### src/rtl/apb_timer_slave_if.sv
// APB request/response bundle between a master and the apb_timer_slave completer.
interface apb_timer_slave_if;
    logic [31:0] paddr;
    logic        psel;
    logic        penable;
    logic        pwrite;
    logic [31:0] pwdata;
    logic [31:0] prdata;
    logic        pready;
    logic        pslverr;

    modport master (
        output paddr, psel, penable, pwrite, pwdata,
        input  prdata, pready, pslverr
    );

    modport slave (
        input  paddr, psel, penable, pwrite, pwdata,
        output prdata, pready, pslverr
    );
endinterface

### src/rtl/apb_timer_slave.sv
// APB leaf peripheral: down-counting timer with external gate/clock input and maskable interrupt.
// Optional: define APB_TIMER_SLVERR_EN to flag unmapped accesses and REV writes with pslverr.
module apb_timer_slave #(
    parameter int          CNT_W      = 32,
    parameter logic [31:0] RELOAD_RST = 32'd0
) (
    input  logic             pclk,
    input  logic             preset,
    apb_timer_slave_if.slave apb,
    input  logic [31:0]      ecorevnum,
    input  logic             extin,
    output logic             timerint
);
    localparam logic [9:0] IDX_CTRL    = 10'd0;
    localparam logic [9:0] IDX_VALUE   = 10'd1;
    localparam logic [9:0] IDX_RELOAD  = 10'd2;
    localparam logic [9:0] IDX_INTSTAT = 10'd3;
    localparam logic [9:0] IDX_REV     = 10'd4;

    logic [3:0]       ctrl_q, ctrl_d;
    logic [CNT_W-1:0] value_q, value_d;
    logic [CNT_W-1:0] reload_q, reload_d;
    logic             intstat_q, intstat_d;
    logic             timerint_q, timerint_d;
    // [0] first sync stage, [1] extin_s, [2] delayed copy for edge detect
    logic [2:0]       sync_q, sync_d;

    logic [9:0]  idx_s;
    logic        wr_s, wr_value_s, clr_s, set_s;
    logic        extin_s, extin_d_s, rise_s, tick_s;
    logic        mapped_s, slverr_s;
    logic [31:0] rdata_s;
    logic        unused_s;

    assign idx_s      = apb.paddr[11:2];
    assign wr_s       = apb.psel & apb.penable & apb.pwrite;
    assign wr_value_s = wr_s & (idx_s == IDX_VALUE);
    assign clr_s      = wr_s & (idx_s == IDX_INTSTAT) & apb.pwdata[0];
    assign mapped_s   = (idx_s <= IDX_REV);
    assign unused_s   = ^{apb.paddr[31:12], apb.paddr[1:0]};

    assign extin_s   = sync_q[1];
    assign extin_d_s = sync_q[2];
    assign rise_s    = extin_s & ~extin_d_s;
    assign tick_s    = ctrl_q[0] & (~ctrl_q[1] | extin_s) & (~ctrl_q[2] | rise_s);
    // A VALUE write discards a coincident tick, including its interrupt
    assign set_s     = tick_s & ~wr_value_s & (value_q == {CNT_W{1'b0}});

    // Next-state logic for registers, counter, interrupt and synchroniser
    always_comb begin
        sync_d     = {sync_q[1:0], extin};
        ctrl_d     = ctrl_q;
        value_d    = value_q;
        reload_d   = reload_q;
        intstat_d  = intstat_q;
        timerint_d = intstat_q & ctrl_q[3];

        if (wr_value_s) begin
            value_d = apb.pwdata[CNT_W-1:0];
        end else if (tick_s) begin
            if (value_q == {CNT_W{1'b0}}) begin
                value_d = reload_q;
            end else begin
                value_d = value_q - CNT_W'(1'b1);
            end
        end else begin
            value_d = value_q;
        end

        if (set_s) begin
            intstat_d = 1'b1;
        end else if (clr_s) begin
            intstat_d = 1'b0;
        end else begin
            intstat_d = intstat_q;
        end

        if (wr_s && (idx_s == IDX_CTRL)) begin
            ctrl_d = apb.pwdata[3:0];
        end else begin
            ctrl_d = ctrl_q;
        end

        if (wr_s && (idx_s == IDX_RELOAD)) begin
            reload_d = apb.pwdata[CNT_W-1:0];
        end else begin
            reload_d = reload_q;
        end
    end

    // Read data mux, zero outside a read
    always_comb begin
        rdata_s = 32'd0;
        if (apb.psel && !apb.pwrite) begin
            case (idx_s)
                IDX_CTRL:    rdata_s = {28'd0, ctrl_q};
                IDX_VALUE:   rdata_s[CNT_W-1:0] = value_q;
                IDX_RELOAD:  rdata_s[CNT_W-1:0] = reload_q;
                IDX_INTSTAT: rdata_s = {31'd0, intstat_q};
                IDX_REV:     rdata_s = ecorevnum;
                default:     rdata_s = 32'd0;
            endcase
        end else begin
            rdata_s = 32'd0;
        end
    end

`ifdef APB_TIMER_SLVERR_EN
    assign slverr_s = apb.psel & apb.penable &
                      (~mapped_s | (apb.pwrite & (idx_s == IDX_REV)));
`else
    assign slverr_s = 1'b0 & mapped_s;
`endif

    // State registers
    always_ff @(posedge pclk or posedge preset) begin
        if (preset) begin
            ctrl_q     <= 4'd0;
            value_q    <= RELOAD_RST[CNT_W-1:0];
            reload_q   <= RELOAD_RST[CNT_W-1:0];
            intstat_q  <= 1'b0;
            timerint_q <= 1'b0;
            sync_q     <= 3'd0;
        end else begin
            ctrl_q     <= ctrl_d;
            value_q    <= value_d;
            reload_q   <= reload_d;
            intstat_q  <= intstat_d;
            timerint_q <= timerint_d;
            sync_q     <= sync_d;
        end
    end

    assign apb.prdata  = rdata_s;
    assign apb.pready  = 1'b1;
    assign apb.pslverr = slverr_s;
    assign timerint    = timerint_q;
endmodule
### src/flat_wrapper.sv
// flat-port wrapper written by rule: the top's interface ports become plain ports
module apb_timer_slave_flat 
#(
    parameter int          CNT_W      = 32,
    parameter logic [31:0] RELOAD_RST = 32'd0
)
  (pclk, preset, ecorevnum, extin, timerint, apb_paddr, apb_psel, apb_penable, apb_pwrite, apb_pwdata, apb_prdata, apb_pready, apb_pslverr);
  apb_timer_slave_if apb_i ();
  input  logic pclk;
  input  logic preset;
  input  logic [31:0] ecorevnum;
  input  logic extin;
  output logic timerint;
  input wire logic [$bits(apb_i.paddr)-1:0] apb_paddr;
  input wire logic [$bits(apb_i.psel)-1:0] apb_psel;
  input wire logic [$bits(apb_i.penable)-1:0] apb_penable;
  input wire logic [$bits(apb_i.pwrite)-1:0] apb_pwrite;
  input wire logic [$bits(apb_i.pwdata)-1:0] apb_pwdata;
  output wire logic [$bits(apb_i.prdata)-1:0] apb_prdata;
  output wire logic [$bits(apb_i.pready)-1:0] apb_pready;
  output wire logic [$bits(apb_i.pslverr)-1:0] apb_pslverr;
  assign apb_i.paddr = apb_paddr;
  assign apb_i.psel = apb_psel;
  assign apb_i.penable = apb_penable;
  assign apb_i.pwrite = apb_pwrite;
  assign apb_i.pwdata = apb_pwdata;
  assign apb_prdata = apb_i.prdata;
  assign apb_pready = apb_i.pready;
  assign apb_pslverr = apb_i.pslverr;
  apb_timer_slave #(.CNT_W(CNT_W), .RELOAD_RST(RELOAD_RST)) u_core (.pclk(pclk), .preset(preset), .apb(apb_i), .ecorevnum(ecorevnum), .extin(extin), .timerint(timerint));
endmodule
### config.mk
export PLATFORM = sky130hd
export DESIGN_NAME = apb_timer_slave_flat
export DESIGN_NICKNAME = d
export VERILOG_FILES = /design/src/rtl/apb_timer_slave_if.sv /design/src/rtl/apb_timer_slave.sv /design/src/flat_wrapper.sv
export SDC_FILE = /design/constraint.sdc
export NUM_CORES = 1
export LEC_CHECK = 0
export ABC_AREA = 1
export BUFFER_PORTS_ARGS = -buffer_cell sky130_fd_sc_hd__buf_2
export CAP_MARGIN = 30
export CELL_PAD_IN_SITES_DETAIL_PLACEMENT = 0
export CELL_PAD_IN_SITES_GLOBAL_PLACEMENT = 1
export CORE_MARGIN = 5
export CORE_UTILIZATION = 40
export DETAILED_ROUTE_END_ITERATION = 7
export HOLD_SLACK_MARGIN = 0.02
export PLACE_DENSITY = 0.88
export SYNTH_ARGS = -nofsm -noshare
export SYNTH_HDL_FRONTEND = slang
export SYNTH_SLANG_ARGS = --single-unit
### constraint.sdc
create_clock -name pclk -period 3.5 [get_ports pclk]
set_input_delay 0.175 -clock pclk [delete_from_list [all_inputs] [get_ports pclk]]
set_output_delay 0.175 -clock pclk [all_outputs]
set_load 0.05 [all_outputs]
=== Word level (Yosys, flattened, before mapping) ===
Cells that the tools add are included.

* Register bits: 73
* Latch bits: 0
* Memory bits (writable): 0
* Bits in read-only memories: 0
* Bits of input ports: 102
* Output and inout port bits: 35
* Logic and storage cells: 43
* Memories: 0

* Add/subtract/negate cells: 1
* $mul: 0
* Divide/modulo/power cells: 0
* $lt $le $gt $ge: 0
* Eq/ne operators: 4
* Shift-type cells: 0
* Multiplexer cells: 7
* Bitwise operators: 17
* Reduce and logical (&&, ||, !) cells: 8

{| class="wikitable"
|+ Operators with widths
! cell !! number
|-
| 32-bit one-hot mux with 5 select lines || 1
|-
| 32-bit 2-to-1 mux || 4
|-
| 32-bit zero test || 1
|-
| 32-bit by 1-bit subtractor with 32-bit output, second input constant || 1
|-
| 10-bit by 2-bit == test with 1-bit output, second input constant || 2
|-
| 1-bit bitwise AND || 11
|-
| 10-bit by 1-bit == test with 1-bit output, second input constant || 1
|-
| 10-bit by 3-bit == test with 1-bit output, second input constant || 1
|-
| 10-bit zero test || 1
|-
| 1-bit inverter || 4
|-
| 2-bit nonzero test || 2
|-
| 1-bit logical AND || 3
|-
| 1-bit 2-to-1 mux || 2
|-
| 1-bit OR || 2
|-
| 1-bit zero test || 1
|}

=== Logic depth before layout (Yosys ltp) ===
* Depth after elaboration: 7
* Mapped depth: 12
* Mapped depth without buffers: 11

=== Worst setup path after synthesis ===
No wires, ideal clock.

* Path type: input-to-output
* From: in apb_paddr[6]
* To: out apb_prdata[15]
* Arrival time: 1912 ps
* Required time: 3325 ps
* Path slack: 1413 ps
* Cell stages on the path: 7
* Path buffers: 2
* Cells stage by stage: nor2_2 > nand2_1 > nor2_2 > buf_4 > clkbuf_1 > nand3_1 > a31oi_1

* Word-level cells in the longest chain between the ends: 3
* Elaborated cells on any way between the ends: 7
* Those cells by class: 4 x eq/ne; 2 x mux; 1 x reduce/logical

{| class="wikitable"
|+ RTL lines
! item !! RTL line !! source
|-
| start, declared || flat_wrapper.sv:14 || <nowiki>input wire logic [$bits(apb_i.paddr)-1:0] apb_paddr;</nowiki>
|-
| 10-bit by 3-bit == test with 1-bit output, or another cell as far along || apb_timer_slave.sv:95 || <nowiki>case (idx_s)</nowiki>
|-
| 32-bit one-hot mux with 5 select lines * || apb_timer_slave.sv:95 ||
|-
| 32-bit 2-to-1 mux * || apb_timer_slave.sv:94 || <nowiki>if (apb.psel && !apb.pwrite) begin</nowiki>
|-
| end, declared || flat_wrapper.sv:19 || <nowiki>output wire logic [$bits(apb_i.prdata)-1:0] apb_prdata;</nowiki>
|}

Mark *: on every way between the ends. The rest lies on a longest branch, timed or not.

=== Worst setup path after layout ===
* From: in apb_paddr[3]
* To: out apb_prdata[30]

Same word-level chain as after synthesis.

==> impl_metrics.json <==
{
  "yosys.area_share.simple_pct": 40.00,
  "antenna_found_initial": 0,
  "n_antenna_cell": 0,
  "die_y_microns": 126.6,
  "setup_viol": 0,
  "wl_met3_mm": 1.015,
  "vias": 5855,
  "fill_cells": 1494,
  "io_buffer_count": 112,
  "cts_root_buf": "clkbuf_16",
  "first_global_vias": 5676,
  "ios": 137,
  "std_cell_rows": 42,
  "pwr-share-clk_pct": 34.3,
  "die_width_microns": 126.6,
  "initial_utilization_pct": 40.89,
  "max-cap-violations": 0,
  "yosys.area_share.adder_pct": 0.4603,
  "p_sw_mw": 1.091,
  "swShare_pct": 37.29,
  "drive_above_1_share_pct": 16.94,
  "h-tree-depth": 3,
  "dp_hpwl_mm": 12.78,
  "p_int_mw": 1.834,
  "sequentialPowerShare_pct": 30.7,
  "yosysUniqueCellTypes": 31,
  "drt_pass1_iterations": 5,
  "drc": 0,
  "cp.required_ps": 3320,
  "worstMarginPinSlew_ps": 1004,
  "r2r_cells": 10,
  "synth_cells": 862,
  "synth_xor_area_share_pct": 2.255,
  "period_needed_ps": 2442,
  "p_total_mw": 2.925,
  "dr_wl_met2_mm": 7.782,
  "hold_class": "in -> reg",
  "cts_buffer_depth": 2,
  "core_area_sq_um": 13300,
  "mostFrequentLayoutCells": "nand2_1 (229), nand3_1 (152), inv_1 (141)",
  "grt_pass1_wl_mm": 28.85,
  "worstSetupPathType": "in -> out",
  "clkSinkCount": 73,
  "syn_nets": 966,
  "syn_area_per_cell_sq_um": 6.307,
  "drt-wirelength-per-cell_microns": 15.16,
  "gp_congestion": 0.9473,
  "crit_fanout": 18,
  "drt_wl_total_mm": 17.34,
  "crit_arrival_ps": 2270,
  "fmax_mhz": 409.5,
  "worstReg2RegEnd": "u_core.value_q[6]",
  "post_cts_buffers": 0,
  "wl_met1_mm": 8.294,
  "p_leak_nw": 3.586,
  "num-nets-final": 1068,
  "synth-compound-area-share_pct": 10.49,
  "clk_pin_slew_ps": 60,
  "slew-limit-headroom_pct": 33.02,
  "ys_ff_latch": 73,
  "grt_max_degree": 74,
  "layout-area-overhead-vs-synth_pct": 19.82,
  "synth_area_sq_um": 5436,
  "p_comb_share_pct": 35.0,
  "clk_latency_ps": 340,
  "start_kind": "input pin",
  "ys.flop_type": "dfrtp_1",
  "drtIter0Drc": 483,
  "synth_top_family_by_area": "simple AND/OR/NAND/NOR gates",
  "setup_tns_ps": 0,
  "overflow": 0,
  "powerDensity_nw_per_um2": 449.0,
  "cts_buffers": 9,
  "rsz0062_at_grt": "no",
  "die_area_sq_um": 16020,
  "slew_violations": 0,
  "grt_use_total_pct": 22.00,
  "final_antenna_net_count": 0,
  "skew_ps": 8.175,
  "timing.rr.start": "u_core.value_q[0]",
  "worstSetupStartpoint": "apb_paddr[3]",
  "yosysSeqAreaShare_pct": 33.60,
  "cts_tree": "built",
  "r2r_slack_ps": 1230,
  "peakVddDrop_uv": 264.5,
  "fin_crit_sh_pct": 69.77,
  "endpoint_kind": "primary output",
  "vias_per_cell": 5.118,
  "outcome": "finished clean",
  "synth_edf_count": 0,
  "ys_warn_count": 0,
  "final_common_cell": "nand2_1",
  "cp-endpoint": "apb_prdata[30]",
  "hold_viol": 0,
  "muxShareOfSynthArea_pct": 0,
  "postSynth.asyncResetShare_pct": 100.0,
  "routed.top_layer": "met4"
}
worst min path at each step:
stage | from | to | slack [ps] | cells after the start
floorplan | extin | u_core.sync_q[0] | 210 | 0
global placement | extin | u_core.sync_q[0] | 280 | 1
detailed placement | extin | u_core.sync_q[0] | 280 | 1
CTS | apb_pwdata[24] | u_core.reload_q[24] | 100 | 3
global route | apb_pwdata[6] | u_core.reload_q[6] | 120 | 3
finish | apb_pwdata[24] | u_core.reload_q[24] | 100 | 3
synth_stat cells, types with 9 or more instances:
| cell type | number | area, sq um |
|---|---|---|
| nand3_1 | 152 | 760.7 |
| xor2_1 | 11 | 96.34 |
| dfrtp_1 | 73 | 1827 |
| nand4_1 | 10 | 62.56 |
| clkbuf_1 | 20 | 75.07 |
| nand2_1 | 229 | 859.6 |
| inv_1 | 142 | 533.0 |
| buf_2 | 9 | 45.04 |
| o21ai_0 | 62 | 310.3 |
| nor2_1 | 71 | 266.5 |
| o22ai_1 | 12 | 75.07 |
| a31oi_1 | 14 | 87.58 |
power by group through the flow:
stage / combinational (mW) / sequential, mW / clock [mW]
2_1_floorplan: 0.742 / 0.902 / 0
3_5_place_dp: 1.01 / 0.913 / 0
4_1_cts: 1.02 / 0.898 / 1.02
5_1_grt: 1.15 / 0.902 / 1.05
3_3_place_gp: 1.00 / 0.913 / 0
6_report: 1.02 / 0.898 / 1.00
sequential cells by signal, indices dropped and copies added (netlist names):
name	count
u_core.ctrl_q	4
u_core.intstat_q	1
u_core.reload_q	32
u_core.sync_q	3
u_core.timerint	1
u_core.value_q	32
worst max-delay path: stages:
cell	delay, ps
buf_2	140
nor2_1	250
inv_1	110
nor2_2	690
buf_4	320
nand3_1	90
a31oi_1	190
buf_2	310
metrics by stage:
stage | hold WS, ps | instances | util, % | worst slack [ps] | cell area, sq um
after floorplan | 206.4 | 862 | - | 1413 | 5436
after global placement | 284.7 | 1125 | 46.03 | 991.6 | 6120
after detailed placement | 284.9 | 1125 | 46.03 | 876.1 | 6120
after CTS | 99.83 | 1141 | 48.50 | 1043 | 6449
after global routing | 124.6 | 1144 | 48.99 | 847.4 | 6514
final | 98.47 | 1144 | 48.99 | 1058 | 6514
logic make-up after synthesis:
| logic type | count (synthesis) |
|---|---|
| compound gates | 104 |
| simple gates | 488 |
| flops | 73 |
| fa+ha+maj | 2 |
| other cells | 2 |
| xor+xnor | 14 |
| buf+inv | 179 |
layout make-up:
| type | count | area, sq um | share of cell area [%] |
|---|---|---|---|
| sequential | 73 | 1827 | 28.04 |
| multi-input combinational | 610 | 2900 | 44.53 |
| clock buffer | 10 | 239.0 | 3.669 |
| tap | 176 | 220.2 | 3.381 |
| clock inverter | 5 | 80.08 | 1.229 |
| inverter | 145 | 544.3 | 8.356 |
| timing repair buffer | 125 | 703.2 | 10.80 |
timing repair:
action | 4_1_cts | 5_1_grt
hold buffers | 1 | 1
gates resized for setup | 0 | 0
endpoints found under the hold margin | 1 | 3
routing by layer:
metal | up-vias | track usage (%)
met3 | 19 | 2.774
met4 | 0 | 6.246
met1 | 2699 | 31.53
met5 | - | 0
met2 | 182 | 34.96
li1 | 2955 | -
Note: power is estimated with default switching activity, not from simulation.
